--- src/rtl/muldiv_unit_pkg.sv ---
// Shared definitions for the M-extension multiply/divide unit: ALU op codes,
// request class encodings, FSM state type and latency constants.
package muldiv_unit_pkg;

  localparam int ALU_OP_WIDTH = 4;

  localparam logic [ALU_OP_WIDTH-1:0] ALU_MUL    = 4'h0;
  localparam logic [ALU_OP_WIDTH-1:0] ALU_MULH   = 4'h1;
  localparam logic [ALU_OP_WIDTH-1:0] ALU_MULHSU = 4'h2;
  localparam logic [ALU_OP_WIDTH-1:0] ALU_MULHU  = 4'h3;
  localparam logic [ALU_OP_WIDTH-1:0] ALU_DIV    = 4'h4;
  localparam logic [ALU_OP_WIDTH-1:0] ALU_DIVU   = 4'h5;
  localparam logic [ALU_OP_WIDTH-1:0] ALU_REM    = 4'h6;
  localparam logic [ALU_OP_WIDTH-1:0] ALU_REMU   = 4'h7;

  localparam logic [1:0] MULDIV_CLASS_MUL = 2'b01;
  localparam logic [1:0] MULDIV_CLASS_DIV = 2'b10;

  localparam int XLEN_DEFAULT = 32;
  localparam int MUL_LAT      = 2;
  localparam int DIV_LAT      = XLEN_DEFAULT + 2;

  typedef enum logic [2:0] {
    ST_IDLE,
    ST_MUL,
    ST_DIV,
    ST_FIX,
    ST_DONE
  } muldiv_state_t;

endpackage

--- src/rtl/muldiv_unit_div_iter.sv ---
// Restoring shift-subtract divider datapath: one quotient bit per step on
// unsigned magnitudes. Sequencing and sign handling live in the parent FSM.
module div_iter #(
  parameter int XLEN  = 32,
  parameter int CNT_W = $clog2(XLEN)
) (
  input  logic            clk_i,
  input  logic            rst_i,
  input  logic            load_i,
  input  logic            step_i,
  input  logic [XLEN-1:0] dividend_i,
  input  logic [XLEN-1:0] divisor_i,
  output logic [XLEN-1:0] quotient_o,
  output logic [XLEN-1:0] remainder_o,
  output logic            last_o
);

  logic [XLEN-1:0]  quo_q;
  logic [XLEN-1:0]  rem_q;
  logic [XLEN-1:0]  dvs_q;
  logic [CNT_W-1:0] cnt_q;
  logic [XLEN:0]    shifted;
  logic             fits;

  // Partial remainder with the next dividend bit shifted in, and the trial compare.
  always_comb begin
    shifted = {rem_q, quo_q[XLEN-1]};
    fits    = (shifted >= {1'b0, dvs_q});
  end

  // Load operands, then retire one quotient bit per step; the difference
  // always fits in XLEN bits because it is below the divisor.
  always_ff @(posedge clk_i) begin
    if (rst_i) begin
      quo_q <= '0;
      rem_q <= '0;
      dvs_q <= '0;
      cnt_q <= '0;
    end else if (load_i) begin
      quo_q <= dividend_i;
      rem_q <= '0;
      dvs_q <= divisor_i;
      cnt_q <= CNT_W'(XLEN - 1);
    end else if (step_i) begin
      rem_q <= fits ? (shifted[XLEN-1:0] - dvs_q) : shifted[XLEN-1:0];
      quo_q <= {quo_q[XLEN-2:0], fits};
      cnt_q <= cnt_q - CNT_W'(1);
    end
  end

  assign quotient_o  = quo_q;
  assign remainder_o = rem_q;
  assign last_o      = (cnt_q == '0);

endmodule

--- src/rtl/muldiv_unit.sv ---
// Sequential M-extension multiply/divide responder for the EX stage.
// Optional: define MULDIV_EARLY_OUT_EN to finish divide-by-zero and signed
// overflow requests directly from IDLE (same result, shorter latency).
module muldiv_unit
  import muldiv_unit_pkg::*;
#(
  parameter int XLEN  = 32,
  parameter int CNT_W = $clog2(XLEN)
) (
  input  logic                    clk_i,
  input  logic                    rst_i,
  input  logic                    start_i,
  input  logic [1:0]              is_muldiv_i,
  input  logic [ALU_OP_WIDTH-1:0] alu_op_i,
  input  logic [XLEN-1:0]         op_a_i,
  input  logic [XLEN-1:0]         op_b_i,
  input  logic                    flush_i,
  output logic                    busy_o,
  output logic                    done_o,
  output logic [XLEN-1:0]         result_o
);

  muldiv_state_t           state_q;
  logic [ALU_OP_WIDTH-1:0] op_q;
  logic [XLEN-1:0]         a_q, b_q;
  logic                    neg_quo_q, neg_rem_q, dzero_q, ovf_q;

  logic                    accept, is_div_req, sgn_in, dzero_in, ovf_in;
  logic [XLEN-1:0]         a_mag, b_mag;
  logic                    sa, sb;
  logic signed [XLEN:0]    ma, mb;
  logic signed [2*XLEN+1:0] prod;
  logic [XLEN-1:0]         mul_res, quo, rem, q_fix, r_fix, div_res;
  logic                    is_rem_q;
  logic                    div_last;
  logic                    unused_prod_top;

  // Result of divide-by-zero / signed overflow, shared by FIX and early-out.
  function automatic logic [XLEN-1:0] special_res(input logic is_rem,
                                                  input logic [XLEN-1:0] a,
                                                  input logic zero);
    if (is_rem) return zero ? a : '0;
    else        return zero ? '1 : a;
  endfunction

  // Request decode, operand magnitudes and special-case detection at accept.
  always_comb begin
    is_div_req = (is_muldiv_i == MULDIV_CLASS_DIV);
    accept     = (state_q == ST_IDLE) && start_i && !flush_i &&
                 ((is_muldiv_i == MULDIV_CLASS_MUL) || is_div_req);
    sgn_in     = (alu_op_i == ALU_DIV) || (alu_op_i == ALU_REM);
    a_mag      = (sgn_in && op_a_i[XLEN-1]) ? (~op_a_i + 1'b1) : op_a_i;
    b_mag      = (sgn_in && op_b_i[XLEN-1]) ? (~op_b_i + 1'b1) : op_b_i;
    dzero_in   = (op_b_i == '0);
    ovf_in     = sgn_in && (op_a_i == {1'b1, {(XLEN-1){1'b0}}}) && (op_b_i == '1);
  end

  // Multiply on latched operands, extended one bit per operand by variant.
  always_comb begin
    sa      = (op_q != ALU_MULHU);
    sb      = (op_q == ALU_MUL) || (op_q == ALU_MULH);
    ma      = {sa & a_q[XLEN-1], a_q};
    mb      = {sb & b_q[XLEN-1], b_q};
    prod    = ma * mb;
    mul_res = (op_q == ALU_MUL) ? prod[XLEN-1:0] : prod[2*XLEN-1:XLEN];
  end

  assign unused_prod_top = ^prod[2*XLEN+1:2*XLEN];

  // Sign correction of the magnitude result, then special-case override.
  always_comb begin
    is_rem_q = (op_q == ALU_REM) || (op_q == ALU_REMU);
    q_fix    = neg_quo_q ? (~quo + 1'b1) : quo;
    r_fix    = neg_rem_q ? (~rem + 1'b1) : rem;
    if (dzero_q || ovf_q) div_res = special_res(is_rem_q, a_q, dzero_q);
    else                  div_res = is_rem_q ? r_fix : q_fix;
  end

  div_iter #(
    .XLEN  (XLEN),
    .CNT_W (CNT_W)
  ) u_div_iter (
    .clk_i       (clk_i),
    .rst_i       (rst_i),
    .load_i      (accept && is_div_req),
    .step_i      (state_q == ST_DIV),
    .dividend_i  (a_mag),
    .divisor_i   (b_mag),
    .quotient_o  (quo),
    .remainder_o (rem),
    .last_o      (div_last)
  );

  // Control FSM; done_o is registered on leaving DONE, so a flush arriving
  // in DONE cannot retract it, while a flush elsewhere blocks result writes.
  always_ff @(posedge clk_i) begin
    if (rst_i) begin
      state_q   <= ST_IDLE;
      busy_o    <= 1'b0;
      done_o    <= 1'b0;
      result_o  <= '0;
      op_q      <= '0;
      a_q       <= '0;
      b_q       <= '0;
      neg_quo_q <= 1'b0;
      neg_rem_q <= 1'b0;
      dzero_q   <= 1'b0;
      ovf_q     <= 1'b0;
    end else if (flush_i) begin
      state_q <= ST_IDLE;
      busy_o  <= 1'b0;
      done_o  <= (state_q == ST_DONE);
    end else begin
      done_o <= 1'b0;
      case (state_q)
        ST_IDLE: begin
          if (accept) begin
            op_q      <= alu_op_i;
            a_q       <= op_a_i;
            b_q       <= op_b_i;
            neg_quo_q <= sgn_in && (op_a_i[XLEN-1] ^ op_b_i[XLEN-1]);
            neg_rem_q <= sgn_in && op_a_i[XLEN-1];
            dzero_q   <= dzero_in;
            ovf_q     <= ovf_in;
            busy_o    <= 1'b1;
            if (!is_div_req) begin
              state_q <= ST_MUL;
            end else begin
`ifdef MULDIV_EARLY_OUT_EN
              if (dzero_in || ovf_in) begin
                result_o <= special_res((alu_op_i == ALU_REM) || (alu_op_i == ALU_REMU),
                                        op_a_i, dzero_in);
                state_q  <= ST_DONE;
              end else begin
                state_q  <= ST_DIV;
              end
`else
              state_q <= ST_DIV;
`endif
            end
          end
        end
        ST_MUL: begin
          result_o <= mul_res;
          state_q  <= ST_DONE;
        end
        ST_DIV: begin
          if (div_last) state_q <= ST_FIX;
        end
        ST_FIX: begin
          result_o <= div_res;
          state_q  <= ST_DONE;
        end
        ST_DONE: begin
          done_o  <= 1'b1;
          busy_o  <= 1'b0;
          state_q <= ST_IDLE;
        end
        default: begin
          busy_o  <= 1'b0;
          state_q <= ST_IDLE;
        end
      endcase
    end
  end

endmodule
--- config.mk ---
export PLATFORM = sky130hd
export DESIGN_NAME = muldiv_unit
export DESIGN_NICKNAME = d
export VERILOG_FILES = /design/src/rtl/muldiv_unit_pkg.sv /design/src/rtl/muldiv_unit_div_iter.sv /design/src/rtl/muldiv_unit.sv
export SDC_FILE = /design/constraint.sdc
export NUM_CORES = 2
export LEC_CHECK = 0
export CAP_MARGIN = 20
export CORE_ASPECT_RATIO = 2
export CORE_MARGIN = 5
export CORE_UTILIZATION = 39
export CTS_CLUSTER_SIZE = 25
export DETAILED_ROUTE_END_ITERATION = 10
export DONT_BUFFER_PORTS = 1
export PLACE_DENSITY = 0.57
export RECOVER_POWER = 100
export SYNTH_ARGS = -nofsm -noshare
export SYNTH_HDL_FRONTEND = slang
export SYNTH_SLANG_ARGS = --single-unit
--- constraint.sdc ---
create_clock -name clk_i -period 9.77 [get_ports clk_i]
set_input_delay 1.954 -clock clk_i [delete_from_list [all_inputs] [get_ports clk_i]]
set_output_delay 1.954 -clock clk_i [all_outputs]
set_load 0.01 [all_outputs]
==> impl_metrics.yaml <==
worst_hold_path:
  hp-class: "reg -> reg"
finish:
  drive_above_1_share: 0.0375
  area_delta_synth_final_pct: 5.34
  final_cell_mix: "inv_1, fa_1, nand2_1"
  finalInstanceArea_mm2: 0.0540
  layout_commonest_cell: "inv_1"
  ff_latch_area_mm2: 0.00421
  layout.nets: 7275
  final.fill_count: 13300
  multiInputGateArea_mm2: 0.0413
critical_path:
  startpoint_type: "flip-flop"
  reg2reg_slack_ps: 460
  cp_data_required_time_ps: 10260
  arrival_ps: 9800
  end_kind: "flip-flop"
  path_max_fanout: 7
  path_class: "reg -> reg"
status:
  status: "finished, violations left"
  violations: "max-capacitance violations, max-slew violations"
synth:
  synth-warning-count: 0
  avgSynthCellArea_um2: 8.49
  syn_inst: 6041
  synthArstFlopShare: 0
  synth.area.top_cells: "fa_1, inv_1, dfxtp_1, nand2_1, ha_1"
  yosys.area.top_type: "fa_1"
  synth-seq-cells: 210
  yosysSeqAreaShare: 0.0819
  synth_cell_types: 80
  synth_nets: 7493
  synth_top_cell_area_share: 0.439
  syn_area_mm2: 0.0513
  synth_edf_count: 0
  ys.flop_type: "dfxtp_1"
drt:
  firstDrtPassIters: 8
  wl_mm: 179
  viasPerCell: 5.48
  drc_errors: 0
  final_antenna_net_count: 0
  vias: 41400
  wire_per_inst_um: 23.7
  drt_iter0_markers: 2026
timing:
  setup_slack_ps: 456
  setup_viol: 0
  drv_slew: 177
  setup_tns_ps: 0
  hold_viol: 0
  slew-limit-headroom: -1.25
  rsz0062_at_grt: "false"
  fin_crit_ps: 9310
  finalCritPeriodShare: 0.953
  tightest_slew_ps: 3380
  max_freq_mhz: 107
  clock_skew_ps: 45.7
floorplanning:
  die_x_um: 266
  io_pins: 108
  die_area_mm2: 0.139
  die_y_um: 523
  core_mm2: 0.131
  start_util: 0.392
  placementRows: 188
clock_network:
  root_buffer: "clkbuf_16"
  clk_latency_ps: 610
  numCtsBuffers: 23
  postCtsSetupBuffers: 0
  tritoncts: "built"
  cts_buffer_depth: 3
  numClockSinks: 210
  cts_hold_buf: 0
  cts_resized: 0
  cts.clk_slew.worst_paths_ps: 70
  htreeDepth: 1
global_routing:
  globalRouteTotalUtil: 0.258
  grt_max_degree: 163
  overflow: 0
  antenna_found_initial: 6
  grt_pass1_vias: 46100
  grt_pass1_wl_mm: 275
pwr:
  p_leak_nw: 22.9
  ir_drop_mv: 0.131
  power_density_mw_per_mm2: 54.4
run:
  drv_cap: 4
placed_design:
  hpwl_mm: 153
  gp_congestion: 0.974
  port_buffers: 0
  dp_worst_setup_slack_ps: 772
  placed_area_mm2: 0.0533
## logic make-up (layout without fill, tap and decap cells)
family                   Yosys count  in the layout  synth area share
AND/OR/NAND/NOR                 1884           1884             0.168
buffers and inverters           1547           1346             0.113
adder cells (fa/ha/maj)         1378           1378             0.501
AO/OA/AOI/OAI                    818            818             0.101
flip-flops                       210            210            0.0819
XOR/XNOR                         191            191            0.0326
multiplexers                      13             13           0.00256
other                              0              2                 0
## layout make-up
| class | instances | share of cell area |
|---|---|---|
| Antenna cell | 2 | 0.0000926 |
| Clock buffer | 29 | 0.0113 |
| Clock inverter | 13 | 0.00340 |
| Inverter | 1152 | 0.0800 |
| Multi-Input combinational cell | 4284 | 0.764 |
| Sequential cell | 210 | 0.0778 |
| Tap cell | 1710 | 0.0396 |
| Timing Repair Buffer | 152 | 0.0236 |
## Yosys cell counts (18+ instances only)
master,count
nand2_1,1040
nor2_1,218
ha_1,252
o31ai_1,26
a31oi_1,38
o211ai_1,25
and3_1,27
fa_1,1126
a21oi_1,272
o41ai_1,18
nor3_1,46
nand4_1,31
xnor2_1,98
a221oi_1,23
a21o_1,39
clkbuf_1,388
dfxtp_1,210
and2_1,337
nor4_1,28
a22oi_1,25
nand3_1,46
a211oi_1,60
inv_1,1151
o21ai_0,160
or3_1,29
xor2_1,93
## through the flow
step | hold WS (ps) | total power, mW | cells | utilization
6_report | 455 | 2.94 | 7552 | 0.413
5_1_grt | 482 | 3.06 | 7550 | 0.412
4_1_cts | 455 | 2.96 | 7549 | 0.413
3_5_place_dp | 444 | 1.95 | 7507 | 0.406
3_3_place_gp | 439 | 1.95 | 7504 | 0.406
2_1_floorplan | 432 | 1.57 | 6041 | -
## sequential cells by signal (all words and copies together) (netlist names)
signal	flops
a_q	32
b_q	32
result_o	32
u_div_iter.dvs_q	32
u_div_iter.quotient_o	32
u_div_iter.remainder_o	32
u_div_iter.cnt_q	5
op_q	4
state_q	3
busy_o	1
done_o	1
dzero_q	1
neg_quo_q	1
neg_rem_q	1
ovf_q	1
## power breakdown
| part | internal [mW] | leakage, nW | switching [mW] | total, mW |
|---|---|---|---|---|
| logic | 0.335 | 20.9 | 0.673 | 1.01 |
| clock network | 0.552 | 0.378 | 0.450 | 1.00 |
| registers | 0.876 | 1.70 | 0.0524 | 0.928 |
| total | 1.76 | 22.9 | 1.18 | 2.94 |
## per-layer routing
layer  GRT usage  part of all wire
met5           0                 0
met4       0.168             0.085
met3      0.0310             0.042
met2       0.508              0.56
met1       0.246              0.31
## final timing paths
check / to / cells after the start / from
setup / recovery: result_o[9] / 23 / op_q[3]
hold / removal: b_q[21] / 2 / b_q[21]
setup reg to reg: result_o[9] / 23 / op_q[3]
hold reg to reg: b_q[21] / 2 / b_q[21]
## critical path: stages (launching register included)
cell and delay [ps]:
dfxtp_1 360, nor3_1 300, nand2_1 520, buf_4 380, nor2_1 140, fa_1 440, inv_1 90, fa_1 440
fa_1 490, fa_1 590, fa_1 490, fa_1 540, fa_1 460, fa_1 530, inv_1 60, ha_1 370
and2_1 210, and3_1 200, a221oi_1 630, a21boi_0 720, o21ai_0 340, a311o_1 430, a211o_1 280, a22o_1 180
Power figures use the tool's default switching activity.
